**src/rtl/ofdm_frame_scheduler_if.sv**
```systemverilog
// Sample-stream handshake between the subcarrier mux, the scheduler and the IFFT sink.
// The master side drives the mux valid/sop and the sink ready. The scheduler sits on the slave side.
interface ofdm_frame_scheduler_if;
  logic valid_in;
  logic sop_in;
  logic ready_in;
  logic ready_out;

  modport master (output valid_in, output sop_in, output ready_in, input ready_out);
  modport slave  (input valid_in, input sop_in, input ready_in, output ready_out);
endinterface

```
**src/rtl/ofdm_frame_scheduler.sv**
```systemverilog
// Frame sequencer for the OFDM transmit chain: gates mux ready, counts NFFT samples per
// symbol, inserts an idle gap between symbols and reports frame/symbol status.
module ofdm_frame_scheduler #(
  parameter int NFFT       = 1024,
  parameter int GAP_CYCLES = 16,
  parameter int SYM_W      = 8
) (
  input  logic                 clk,
  input  logic                 rst,
  input  logic                 en,
  input  logic                 start,
  input  logic                 stop,
  input  logic [SYM_W-1:0]     num_symbols,
  ofdm_frame_scheduler_if.slave strm,
  output logic                 busy,
  output logic [SYM_W-1:0]     sym_idx,
  output logic                 sof,
  output logic                 eof,
  output logic                 done,
  output logic                 err_sop,
  output logic                 err_ovf
);

  localparam int CW       = $clog2(NFFT);
  localparam int GW       = (GAP_CYCLES > 2) ? $clog2(GAP_CYCLES) : 1;
  localparam int GAP_LOAD = (GAP_CYCLES > 0) ? GAP_CYCLES - 1 : 0;

  typedef enum logic [1:0] {IDLE, RUN, GAP, DONE} state_t;

  state_t           state, state_nxt;
  logic [CW-1:0]    sample_cnt;
  logic [GW-1:0]    gap_cnt;
  logic [SYM_W-1:0] num_lat;
  logic             stop_pend;
  logic             sof_q, eof_q;

  logic start_acc, accept, sym_end, last_sym, ovf_hit;

  always_ff @(posedge clk or negedge rst) begin
    if (!rst) state <= IDLE;
    else if (en) state <= state_nxt;
  end

  always_comb begin
    state_nxt = state;
    start_acc = 1'b0;
    accept    = 1'b0;
    sym_end   = 1'b0;
    last_sym  = 1'b0;
    ovf_hit   = 1'b0;
    if (en) begin
      ovf_hit = strm.valid_in && (state != RUN);
      case (state)
        IDLE: begin
          if (start && (num_symbols != '0)) begin
            start_acc = 1'b1;
            state_nxt = RUN;
          end
        end
        RUN: begin
          accept   = strm.valid_in;
          sym_end  = accept && (sample_cnt == '1);
          // A stop arriving on the final sample of a symbol still ends the frame there.
          last_sym = sym_end && ((sym_idx == num_lat - SYM_W'(1)) || stop_pend || stop);
          if (last_sym) state_nxt = DONE;
          else if (sym_end) state_nxt = (GAP_CYCLES == 0) ? RUN : GAP;
        end
        GAP: begin
          if (stop) state_nxt = DONE;
          else if (gap_cnt == '0) state_nxt = RUN;
        end
        DONE: state_nxt = IDLE;
        default: state_nxt = IDLE;
      endcase
    end
  end

  always_ff @(posedge clk or negedge rst) begin
    if (!rst) begin
      sample_cnt <= '0;
      gap_cnt    <= '0;
      num_lat    <= '0;
      sym_idx    <= '0;
      stop_pend  <= 1'b0;
      sof_q      <= 1'b0;
      eof_q      <= 1'b0;
      err_sop    <= 1'b0;
      err_ovf    <= 1'b0;
    end else if (en) begin
      sof_q <= accept && (sym_idx == '0) && (sample_cnt == '0);
      eof_q <= last_sym;
      if (state != GAP) gap_cnt <= GW'(GAP_LOAD);
      else if (gap_cnt != '0) gap_cnt <= gap_cnt - GW'(1);
      if (start_acc) begin
        num_lat    <= num_symbols;
        sym_idx    <= '0;
        sample_cnt <= '0;
        stop_pend  <= 1'b0;
        err_sop    <= 1'b0;
        err_ovf    <= 1'b0;
      end else begin
        if (ovf_hit) err_ovf <= 1'b1;
        if (accept) begin
          sample_cnt <= sample_cnt + CW'(1);
          if (strm.sop_in != (sample_cnt == '0)) err_sop <= 1'b1;
        end
        if (sym_end && !last_sym) sym_idx <= sym_idx + SYM_W'(1);
        if (state == DONE) stop_pend <= 1'b0;
        else if (stop && ((state == RUN) || (state == GAP))) stop_pend <= 1'b1;
      end
    end else begin
      sof_q <= 1'b0;
      eof_q <= 1'b0;
    end
  end

  assign strm.ready_out = en && (state == RUN) && strm.ready_in;
  assign busy           = (state != IDLE);
  assign done           = en && (state == DONE);
  assign sof            = en && sof_q;
  assign eof            = en && eof_q;

endmodule

```
**src/flat_wrapper.sv**
```systemverilog
// flat-port wrapper written by rule: the top's interface ports become plain ports
module ofdm_frame_scheduler_flat 
#(
  parameter int NFFT       = 1024,
  parameter int GAP_CYCLES = 16,
  parameter int SYM_W      = 8
)
  (clk, rst, en, start, stop, num_symbols, busy, sym_idx, sof, eof, done, err_sop, err_ovf, strm_valid_in, strm_sop_in, strm_ready_in, strm_ready_out);
  ofdm_frame_scheduler_if strm_i ();
  input  logic clk;
  input  logic rst;
  input  logic en;
  input  logic start;
  input  logic stop;
  input  logic [SYM_W-1:0] num_symbols;
  output logic busy;
  output logic [SYM_W-1:0] sym_idx;
  output logic sof;
  output logic eof;
  output logic done;
  output logic err_sop;
  output logic err_ovf;
  input wire logic [$bits(strm_i.valid_in)-1:0] strm_valid_in;
  input wire logic [$bits(strm_i.sop_in)-1:0] strm_sop_in;
  input wire logic [$bits(strm_i.ready_in)-1:0] strm_ready_in;
  output wire logic [$bits(strm_i.ready_out)-1:0] strm_ready_out;
  assign strm_i.valid_in = strm_valid_in;
  assign strm_i.sop_in = strm_sop_in;
  assign strm_i.ready_in = strm_ready_in;
  assign strm_ready_out = strm_i.ready_out;
  ofdm_frame_scheduler #(.NFFT(NFFT), .GAP_CYCLES(GAP_CYCLES), .SYM_W(SYM_W)) u_core (.clk(clk), .rst(rst), .en(en), .start(start), .stop(stop), .num_symbols(num_symbols), .strm(strm_i), .busy(busy), .sym_idx(sym_idx), .sof(sof), .eof(eof), .done(done), .err_sop(err_sop), .err_ovf(err_ovf));
endmodule
```
**config.mk**
```make
export PLATFORM = sky130hd
export DESIGN_NAME = ofdm_frame_scheduler_flat
export DESIGN_NICKNAME = d
export VERILOG_FILES = /design/src/rtl/ofdm_frame_scheduler_if.sv /design/src/rtl/ofdm_frame_scheduler.sv /design/src/flat_wrapper.sv
export SDC_FILE = /design/constraint.sdc
export NUM_CORES = 1
export LEC_CHECK = 0
export CAP_MARGIN = 20
export CORE_MARGIN = 2
export CORE_UTILIZATION = 25
export DETAILED_ROUTE_END_ITERATION = 8
export SLEW_MARGIN = 40
export SYNTH_ARGS = -nofsm -noshare
export SYNTH_HDL_FRONTEND = slang
export SYNTH_SLANG_ARGS = --single-unit
```
**constraint.sdc**
```tcl
create_clock -name clk -period 5.84 [get_ports clk]
set_clock_uncertainty 0.2 [all_clocks]
set_input_delay 1.168 -clock clk [delete_from_list [all_inputs] [get_ports clk]]
set_output_delay 1.168 -clock clk [all_outputs]
set_load 0.05 [all_outputs]
```
Word level (Yosys, flattened, before mapping)
Cells that the tools add are included.
Word-level totals
  register bits after elaboration: 37
  output and inout bits: 15
Operators by class
  eq/ne operators: 11
  multiplexer cells: 32
  $add $sub $neg: 4
  reduce and logical (&&, ||, !) cells: 38
Operator list (number)
  $mux W1: 20
  $mux W10: 2
  $mux W8: 2
  $logic_and A1 B1 Y1: 13
  $reduce_and A2 Y1: 6
  $reduce_bool A2 Y1: 6
  $add A10 B1 Y10 const B: 1
  $eq A10 B10 Y1 const B: 1
  $logic_not A10 Y1: 1
  $mux W2: 5
  $add A8 B1 Y8 const B: 1
  $eq A8 B8 Y1: 1
  $logic_not A8 Y1: 1
  $mux W4: 2
  $pmux W2 S4: 1
  $reduce_bool A8 Y1: 1
  $sub A8 B1 Y8 const B: 1
  $eq A2 B2 Y1 const B: 2
  $logic_not A4 Y1: 1
  $ne A2 B1 Y1 const B: 2
  $reduce_and A4 Y1: 1
  $reduce_bool A4 Y1: 1
  $sub A4 B1 Y4 const B: 1
  $logic_or A1 B1 Y1: 3
  9 further kinds: 9

Depth between registers and ports, before layout
  depth in word-level cells: 11
  depth in mapped cells: 9
  gate-level depth less buffers: 8

Worst setup path before layout
Ideal clock, no wire load.
  path kind: input to output
  from: input en
  to: output strm_ready_out
  required time: 4.472 ns
  data arrival time: 2.163 ns
  path slack: 2.309 ns
  cell stages on the path: 3
  path buffers: 2
  cells stage by stage: clkbuf_1 > clkbuf_1 > and3_1
On the way
  word-level cells in the longest chain between the ends: 2
RTL lines
  start, declared: line flat_wrapper.sv:12  | input logic en;
  $logic_and A1 B1 Y1 (2 in series): line ofdm_frame_scheduler.sv:117  | assign strm.ready_out = en && (state == RUN) && strm.ready_in;
  end, declared: line flat_wrapper.sv:26  | output wire logic [$bits(strm_i.ready_out)-1:0] strm_ready_out;
No other way between the ends.

Worst setup path in the final report
Ends and elaborated chain as after synthesis.

==> summary.txt <==
Seq pwr share: 39.5%
Top Metal Used: met4
CTS tree: built
IO Pins: 31
Net Sw Frac: 39.58%
Final Hold Vio Count: 0
FMAX: 0.2263 GHz
Slew @ Worst Pin: 0.5751 ns
critical path arrival: 3.05 ns
Wirelength per Cell: 12.71 um
final setup violation count: 0
final setup TNS: 0 ns
WL final: 4996 um
Die Ht: 97.94 um
internal power: 0.5898 mW
M1 WL: 2501 um
non-filler cells, final: 393
commonest non-fill, non-tap cell in the layout: nand2_1
MaxCap Viol Count: 0
DRC Markers: 0
total CTS buffers: 5
status: finished, final reports clean
share of flip-flops with an asynchronous set or reset: 100.0%
register area share after synthesis: 41.97%
cell count after placement: 385
first-pass GRT wire length: 8590 um
top-area cell type share of the netlist area: 41.97%
crit end category: primary output
Placed Area: 0.002613 mm2
CTS Sinks: 37
Cell Area, Synth: 0.002206 mm2
All-Layer GR Usage: 11.04%
multi-input logic area: 0.001201 mm2
Placer Congestion: 0.7918
Reg clk slew, reported paths: 0.07 ns
Final HPWL DP: 3577 um
setup ws final: 1.420 ns
Die X-Extent: 97.94 um
share of cells above drive strength 1: 5.614%
Clock power frac: 20.4%
Yosys Warn Count: 0
Overflow after GRT: 0
Area Growth Syn to Fin: 23.03%
filler instances: 914
Tot Pwr: 0.9762 mW
H-tree levels: 2
Synth Instances: 254
PostCTS Resize Cnt: 0
area leader, netlist: dfrtp_1
Max Slew Vio Count: 0
Post-Syn Area per Cell: 8.685 um2
commonest non-fill, non-tap cells in the layout: 38 x nand2_1, 37 x dfrtp_1, 29 x clkdlybuf4s50_1
crit path kind: in2out
ANT nets after route: 0
DIE AREA: 0.009591 mm2
Most used DFF post-synth: dfrtp_1
Core Region: 0.008636 mm2
worst slack, placed: 1.403 ns
max_slew headroom: 61.54%
Initial Util: 25.54%
Post-CTS Setup Bufs: 0
pwr dens: 359.7 mW/mm2
mean number of vias per cell: 4.746
IO Port Bufs: 30
Psw: 0.3864 mW
worst vdd ir: 0.0001750 V
initial antenna violation count: 0
finished layout cell area: 0.002714 mm2
CTS Root Cell: clkbuf_8
Synth cell types: 43
number of synthesized register bits: 37
pin count of the biggest net entering global routing: 38
1st-pass router iterations: 4
Worst Path Max Fanout: 19
met2 routed WL: 2170 um
CP startpoint kind: input port
vias in the first global route: 1,772
clk buf depth: 2
period utilization: 75.68%
RSZ-0062 raised after global routing: false
Tmin final: 4.420 ns
clk_lat worst skew: 0.30 ns
row count: 34
Worst Path Required: 4.47 ns
Pleak: 1.168 nW
Register Area: 925.9 um2
met3 WL: 246 um
Synth area leaders: dfrtp_1 42%, nand2_1 6.5%, ha_1 6.2%, xor2_1 4.4%, nor2_1 3.9%
initial drt markers: 80
EDFF count, synth: 0
antenna cells: 0
via count: 1,865
Hold Buf Count CTS: 0
NumNets Final: 311
Combinational Power Share: 40.1%
Hold/Removal Path Class: reg2reg
syn nets: 281
per-stage QoR:
| step | hold slack (ns) | utilization [%] |
|---|---|---|
| after floorplan | 0.2665 | - |
| after global placement | 0.2925 | 30.21 |
| after detailed placement | 0.2932 | 30.25 |
| after CTS | 0.3237 | 31.43 |
| after global routing | 0.3423 | 31.43 |
| final | 0.3156 | 31.43 |
cell families (layout without fill, tap and decap cells):
| group | count (synthesis) | after routing | share of synthesized area, % |
|---|---|---|---|
| buf+inv | 21 | 52 | 3.630 |
| flops | 37 | 37 | 41.97 |
| compound gates | 43 | 43 | 12.48 |
| fa+ha+maj | 12 | 12 | 6.693 |
| simple gates | 123 | 123 | 28.02 |
| xor+xnor | 17 | 17 | 6.750 |
| mux | 1 | 1 | 0.4538 |
path summary, 6_finish.rpt:
check	startpoint	endpoint	slack, ns	cells past startpoint
min in group asynchronous	rst	u_core.err_ovf	0.63	1
hold reg to reg	u_core.num_lat[7]	u_core.num_lat[7]	0.32	2
max in group asynchronous	rst	u_core.sample_cnt[4]	4.47	1
setup / recovery	en	strm_ready_out	1.42	3
hold / removal	u_core.num_lat[7]	u_core.num_lat[7]	0.32	2
setup reg to reg	u_core.state[1]	u_core.sym_idx[5]	3.29	8
flip-flops by register name (all words and copies together), names as in the netlist:
signal,flops
u_core.sample_cnt,10
u_core.num_lat,8
u_core.sym_idx,8
u_core.gap_cnt,4
u_core.state,2
u_core.eof_q,1
u_core.err_ovf,1
u_core.err_sop,1
u_core.sof_q,1
u_core.stop_pend,1
cell usage after synthesis, types with 2 or more instances:
library cell,n
xor2_1,11
o21ai_0,12
o31ai_1,3
nand3b_1,2
ha_1,11
a211oi_1,2
or4_1,3
nand4_1,5
clkbuf_1,6
a31oi_1,4
dfrtp_1,37
nor2_1,23
or2_2,3
a22o_1,2
nor4_1,4
or3_1,5
nand3_1,11
xnor2_1,6
nor3_1,6
and3_1,8
and2_1,5
nor2b_1,2
inv_1,14
nand2b_1,2
a21oi_1,12
nand2_1,38
cell type report:
type                       instances  area share (%)
clock inverter                     1          0.1844
inverter                          14           1.936
multi-input combinational        196           44.26
clock buffer                       7           3.550
tap                              108           4.979
sequential                        37           34.12
timing repair buffer              30           10.97
metal layers:
metal  vias up  global-route usage [%]
li1        950                       -
met1       868                   15.49
met2        41                   16.02
met3         6                   3.221
met4         0                   4.274
met5         -                       0
worst max-delay path, stage by stage:
cell and delay [ns]:
clkdlybuf4s50_1 0.83, and3_1 0.25, clkdlybuf4s50_1 0.80
power by group through the flow:
stage	combinational, mW	sequential, mW	clock (mW)
floorplan	0.280	0.398	0
global placement	0.387	0.389	0
global route	0.442	0.398	0.222
finish	0.391	0.386	0.199
CTS	0.397	0.387	0.209
detailed placement	0.394	0.392	0
Power figures use the tool's default switching activity.
==> edit 1: new RTL, config.mk and constraints unchanged <==
`GAP_CYCLES` is set to 16 in 2 places; all go to 64.
--- a/src/rtl/ofdm_frame_scheduler.sv
+++ b/src/rtl/ofdm_frame_scheduler.sv
@@ -3,5 +3,5 @@
 module ofdm_frame_scheduler #(
   parameter int NFFT       = 1024,
-  parameter int GAP_CYCLES = 16,
+  parameter int GAP_CYCLES = 64,
   parameter int SYM_W      = 8
 ) (
--- a/src/flat_wrapper.sv
+++ b/src/flat_wrapper.sv
@@ -3,5 +3,5 @@
 #(
   parameter int NFFT       = 1024,
-  parameter int GAP_CYCLES = 16,
+  parameter int GAP_CYCLES = 64,
   parameter int SYM_W      = 8
 )
Formal check against the unedited RTL: same outputs for any inputs over 10 cycles, from zero or initial values and one cycle with rst low; that may be too few to reach the edited logic, so the function may still have changed.
==> edit 1 against the original RTL <==
Register-to-register slack worse by 50 ps; total power up 7.0%; routed wire length up 13%; cell area up 7.1%; count of clock-buffer cells in the layout down 2; sequential share of layout area down 0.55 points; sequential cell count up 2; synthesized area up 8.9%; setup slack worse by 96 ps.
==> edit 1: results (changes against the original RTL) <==
* Standard cell area after detailed placement: 2819 sq um (was 2613 sq um)
* Syn_nets: 297 (was 281)
- The maximum achievable frequency came to 0.2214 GHz (was 0.2263 GHz).
- Pre-CTS setup slack: 1335 ps (was 1403 ps)
* Worst reg2reg setup slack: 3240 ps (was 3290 ps)
* Syn. warnings: 0 (unchanged)
- The global-route wire length before repair came to 9570 um (was 8590 um).
* Average wire per cell in the routed design: 13.31 um (was 12.71 um)
- The launching point of the worst reg2reg path is u_core.num_lat[0] (was u_core.state[1]).
- Outcome: finished clean (unchanged).
* Largest incremental delay on the critical path: 920 ps (was 830 ps)
- The number of cell instances on the worst register-to-register path is 9 (was 8).
- Leakage power: 1.226 nW (was 1.168 nW)
* Net count, final: 324 (was 311)
* Worst vdd ir: 0.2704 mV (was 0.1750 mV)
- The signal arrival time at the worst endpoint was 3150 ps (was 3050 ps).
- The largest net degree at the start of global routing was 40 (was 38).
- Buffer type at the clock tree root: sky130_fd_sc_hd__clkbuf_8 (unchanged)
- The placer's final routability congestion estimate is 0.7925 (was 0.7918).
* Source-to-sink clock delay at the later pin of the worst-skew pair: 300 ps (about the same)
* Post-detail-place hpwl: 3990 um (was 3577 um)
* Via count of the first global-routing pass: 2,005 (was 1,772)
- Largest registers: u_core.sample_cnt (10), u_core.num_lat (8), u_core.sym_idx (8) (unchanged)
- The total routing usage reported by global routing was 0.1163 (was 0.1104).
- The worst-case headroom to the max-slew limit is 0.5342 (was 0.6154).
- Crit Path Max Fanout: 21 (was 19)
- The share of synthesized area occupied by flip-flops and latches is 0.4063 (was 0.4197).
- DRC violation total after the first TritonRoute iteration: 72 (was 80)
* Top cells by area in the synthesized netlist: sky130_fd_sc_hd__dfrtp_1, sky130_fd_sc_hd__ha_1, sky130_fd_sc_hd__nand2_1, sky130_fd_sc_hd__nor2_1, sky130_fd_sc_hd__xor2_1 (was sky130_fd_sc_hd__dfrtp_1, sky130_fd_sc_hd__nand2_1, sky130_fd_sc_hd__ha_1, sky130_fd_sc_hd__xor2_1, sky130_fd_sc_hd__nor2_1)
- Leading cell types by count after synthesis: sky130_fd_sc_hd__dfrtp_1, sky130_fd_sc_hd__nand2_1, sky130_fd_sc_hd__nor2_1, sky130_fd_sc_hd__inv_1, sky130_fd_sc_hd__o21ai_0 (was sky130_fd_sc_hd__nand2_1, sky130_fd_sc_hd__dfrtp_1, sky130_fd_sc_hd__nor2_1, sky130_fd_sc_hd__inv_1)
* Worst Hold Class: reg2reg (unchanged)
- The critical register-to-register path endpoint was u_core.sym_idx[3] (was u_core.sym_idx[5]).
- Layout cells sized above 1: 0.06734 (was 0.05614)
- Clock-pin slew reported for the worst setup and hold paths after clock tree synthesis: 70 ps (about the same)
* Initial DRT Pass Iterations: 5 (was 4)
- The internal power consumption was 0.0005922 W (was 0.0005898 W).
- The via count normalized by instance count was 4.704 (was 4.746).
- The capture point of the critical path was done (was strm_ready_out).
- The initial antenna violation count came to 0 (unchanged).
==> edit 1: cells by family (layout without fill, tap and decap cells) <==
group,after synthesis,count (layout),synth area share
AOI/OAI and AO/OA,45,45,0.1354
DFF,39,39,0.4063
buffers and inverters,24,52,0.04010
adders and majority gates,12,12,0.06250
xor gates and xnor gates,19,19,0.06927
and+or+nand+nor,127,127,0.2740
muxes,3,3,0.01250
==> edit 1: power by group through the flow <==
| stage | registers [W] | logic [W] | clock network, W |
|---|---|---|---|
| after floorplan | 0.000427 | 0.000309 | 0 |
| after global placement | 0.000416 | 0.000431 | 0 |
| after detailed placement | 0.000419 | 0.000439 | 0 |
| after CTS | 0.000414 | 0.000443 | 0.000195 |
| after global routing | 0.000426 | 0.000496 | 0.000206 |
| final | 0.000416 | 0.000441 | 0.000188 |
==> edit 1: area by class of cell <==
| class | instances | area (sq um) |
|---|---|---|
| Inverter | 14 | 52.55 |
| Sequential cell | 39 | 975.9 |
| Timing Repair Buffer | 30 | 297.8 |
| Clock inverter | 3 | 20.02 |
| Fill cell | 1006 | 6376 |
| Clock buffer | 5 | 68.82 |
| Tap cell | 129 | 161.4 |
| Multi-Input combinational cell | 206 | 1331 |
==> edit 1: metrics by stage <==
step / hold slack (ps) / instances / power, W
4_1_cts: 324.6 / 426 / 0.001052
6_report: 318.9 / 426 / 0.001044
3_3_place_gp: 290.7 / 418 / 0.0008473
5_1_grt: 343.8 / 426 / 0.001129
2_1_floorplan: 266.5 / 269 / 0.0007363
3_5_place_dp: 294.5 / 418 / 0.0008586
==> edit 1: how the worst min path moves through the flow <==
stage                                  from                end  slack [ps]  cells after the start
after floorplan           u_core.num_lat[7]  u_core.num_lat[7]         270                      2
after global placement    u_core.num_lat[7]  u_core.num_lat[7]         290                      2
after detailed placement     u_core.err_ovf     u_core.err_ovf         290                      2
after CTS                    u_core.err_sop     u_core.err_sop         320                      2
after global routing         u_core.err_sop     u_core.err_sop         340                      2
final                        u_core.err_sop     u_core.err_sop         320                      2
==> edit 1: worst min-delay path, stage by stage, from the launching register on <==
cell and delay, ps:
sky130_fd_sc_hd__dfrtp_1 350, sky130_fd_sc_hd__a21oi_1 40, sky130_fd_sc_hd__nor2_1 90
==> edit 1: metal layers <==
| metal | track usage | vias up | wire, um |
|---|---|---|---|
| li1 | - | 996 | - |
| met1 | 0.1618 | 970 | 2865 |
| met2 | 0.1802 | 30 | 2487 |
| met3 | 0.02599 | 8 | 242 |
| met4 | 0.03692 | 0 | 74 |
| met5 | 0 | - | 0 |
==> edit 2: new RTL, config.mk and constraints unchanged <==
Without the edit above. Put one more register stage on the output `err_ovf`, without a reset. The value now appears one clock later. The other outputs are not delayed to match.
--- a/src/rtl/ofdm_frame_scheduler.sv
+++ b/src/rtl/ofdm_frame_scheduler.sv
@@ -27,4 +27,6 @@
 
   typedef enum logic [1:0] {IDLE, RUN, GAP, DONE} state_t;
+
+  logic err_ovf_s0;
 
   state_t           state, state_nxt;
@@ -86,5 +88,5 @@
       eof_q      <= 1'b0;
       err_sop    <= 1'b0;
-      err_ovf    <= 1'b0;
+      err_ovf_s0 <= 1'b0;
     end else if (en) begin
       sof_q <= accept && (sym_idx == '0) && (sample_cnt == '0);
@@ -98,7 +100,7 @@
         stop_pend  <= 1'b0;
         err_sop    <= 1'b0;
-        err_ovf    <= 1'b0;
+        err_ovf_s0 <= 1'b0;
       end else begin
-        if (ovf_hit) err_ovf <= 1'b1;
+        if (ovf_hit) err_ovf_s0 <= 1'b1;
         if (accept) begin
           sample_cnt <= sample_cnt + CW'(1);
@@ -121,4 +123,8 @@
   assign eof            = en && eof_q;
 
+  always_ff @(posedge clk) begin
+    err_ovf <= err_ovf_s0;
+  end
+
 endmodule
 
Behaviour: not the same (a bounded check fails within 4 cycles, from zero or initial values and one cycle with rst low).
==> edit 2 against the original RTL <==
Synthesized area grew 0.91%; sequential cell count grew 1; fmax shrank 0.84%; die area grew 0.87%; routed wire length grew 1.1%; total power grew 0.53%; cell area grew 0.37%; setup slack lost 38 ps.
==> edit 2: results (changes against the original RTL) <==
- Leading cell types by count after synthesis: sky130_fd_sc_hd__nand2_1, sky130_fd_sc_hd__dfrtp_1, sky130_fd_sc_hd__nor2_1, sky130_fd_sc_hd__inv_1 (unchanged)
- Post-Synthesis Cells: 255 (was 254)
- The placed cell area is 2633 sq um (was 2613 sq um).
- Syn. warnings: 0 (unchanged)
- Sequential cell area fraction in the yosys report: 0.4250 (was 0.4197)
- Net count, final: 312 (was 311)
- The fraction of power spent switching nets is 0.4001 (was 0.3958).
- The number of nets produced by synthesis came to 282 (was 281).
- Count of placed standard cells in the final layout, fillers left out: 394 (was 393)
* Post-detail-place hpwl: 3592 um (was 3577 um)
- Portion of total power attributed to combinational logic: 0.399 (was 0.401)
* Number of H-tree branching levels: 2 (unchanged)
- The unique cell type count in the Yosys netlist was 44 (was 43).
- Hold-critical path endpoint: u_core.err_ovf (was u_core.num_lat[7])
- The worst-case headroom to the max-slew limit came to 0.5934 (was 0.6154).
- Area fraction in compound gates after synthesis: 0.1237 (was 0.1248)
* DRC violation total after the first TritonRoute iteration: 56 (was 80)
* Top cells by area in the synthesized netlist: sky130_fd_sc_hd__dfrtp_1, sky130_fd_sc_hd__nand2_1, sky130_fd_sc_hd__ha_1, sky130_fd_sc_hd__xor2_1, sky130_fd_sc_hd__nor2_1 (unchanged)
* Ys async rst share: 0.9737 (was 1.000)
* Number of filler instances in the final layout: 956 (was 914)
- Buffers from clock root to sink, at most: 2 (unchanged)
- Number of antenna repair diodes: 0 (unchanged)
- Global-route wire length before repair: 8845 um (was 8590 um)
- Vias: 1,876 (was 1,865)
- Largest incremental delay on the critical path: 860 ps (was 830 ps)
- Share of cell area taken by muxes after synthesis: 0.004497 (was 0.004538)
- Number of cells on the worst hold path: 0 (was 2)
- The fraction of layout cells with a size suffix above 1 was 0.05245 (was 0.05614).
* Worst reg2reg setup slack: 3330 ps (was 3290 ps)
- The area share of xor/xnor cells in the synthesized design came to 0.06689 (was 0.06750).
* Outcome: finished clean (unchanged)
- Fraction of power consumed by the clock network: 0.194 (was 0.204)
- Average wire per cell in the routed design: 12.82 um (was 12.71 um)
* Min Hold Slack: 176.9 ps (was 315.6 ps)
- Arithmetic-cell share of the synthesized area counting full adders, half adders and majority gates: 0.06633 (was 0.06693)
* Worst vdd ir: 0.1568 mV (was 0.1750 mV)
* Pre-CTS setup slack: 1386 ps (was 1403 ps)
- The leakage power summed over all cells was 1.171 nW (was 1.168 nW).
- The placer's final routability congestion estimate was 0.7710 (was 0.7918).
- The startpoint of the lowest-slack hold path was u_core.err_ovf_s0 (was u_core.num_lat[7]).
==> edit 2: worst max-delay path by stage <==
stage / depth (start not counted) / slack (ps) / start / endpoint
after floorplan: 3 / 2310 / en / strm_ready_out
after global placement: 3 / 1420 / en / done
after detailed placement: 3 / 1390 / en / strm_ready_out
after CTS: 3 / 1370 / en / strm_ready_out
after global routing: 3 / 1250 / en / strm_ready_out
final: 3 / 1380 / en / strm_ready_out
==> edit 2: layer usage <==
metal	share of wire	vias up	GRT usage	routed length (um)
li1	-	949	-	-
met1	0.51	887	0.1567	2587
met2	0.44	34	0.1722	2222
met3	0.039	6	0.02505	197
met4	0.0083	0	0.03477	42
met5	0	-	0	0
==> edit 2: cell type report <==
type | count | area (sq um) | area share
multi-input cells | 196 | 1201 | 0.4410
flip-flops and latches | 38 | 945.9 | 0.3473
inverters | 14 | 52.55 | 0.01929
repair buffers | 30 | 297.8 | 0.1093
clock inverters | 1 | 5.005 | 0.001837
clock buffers | 7 | 86.33 | 0.03170
well taps | 108 | 135.1 | 0.04961
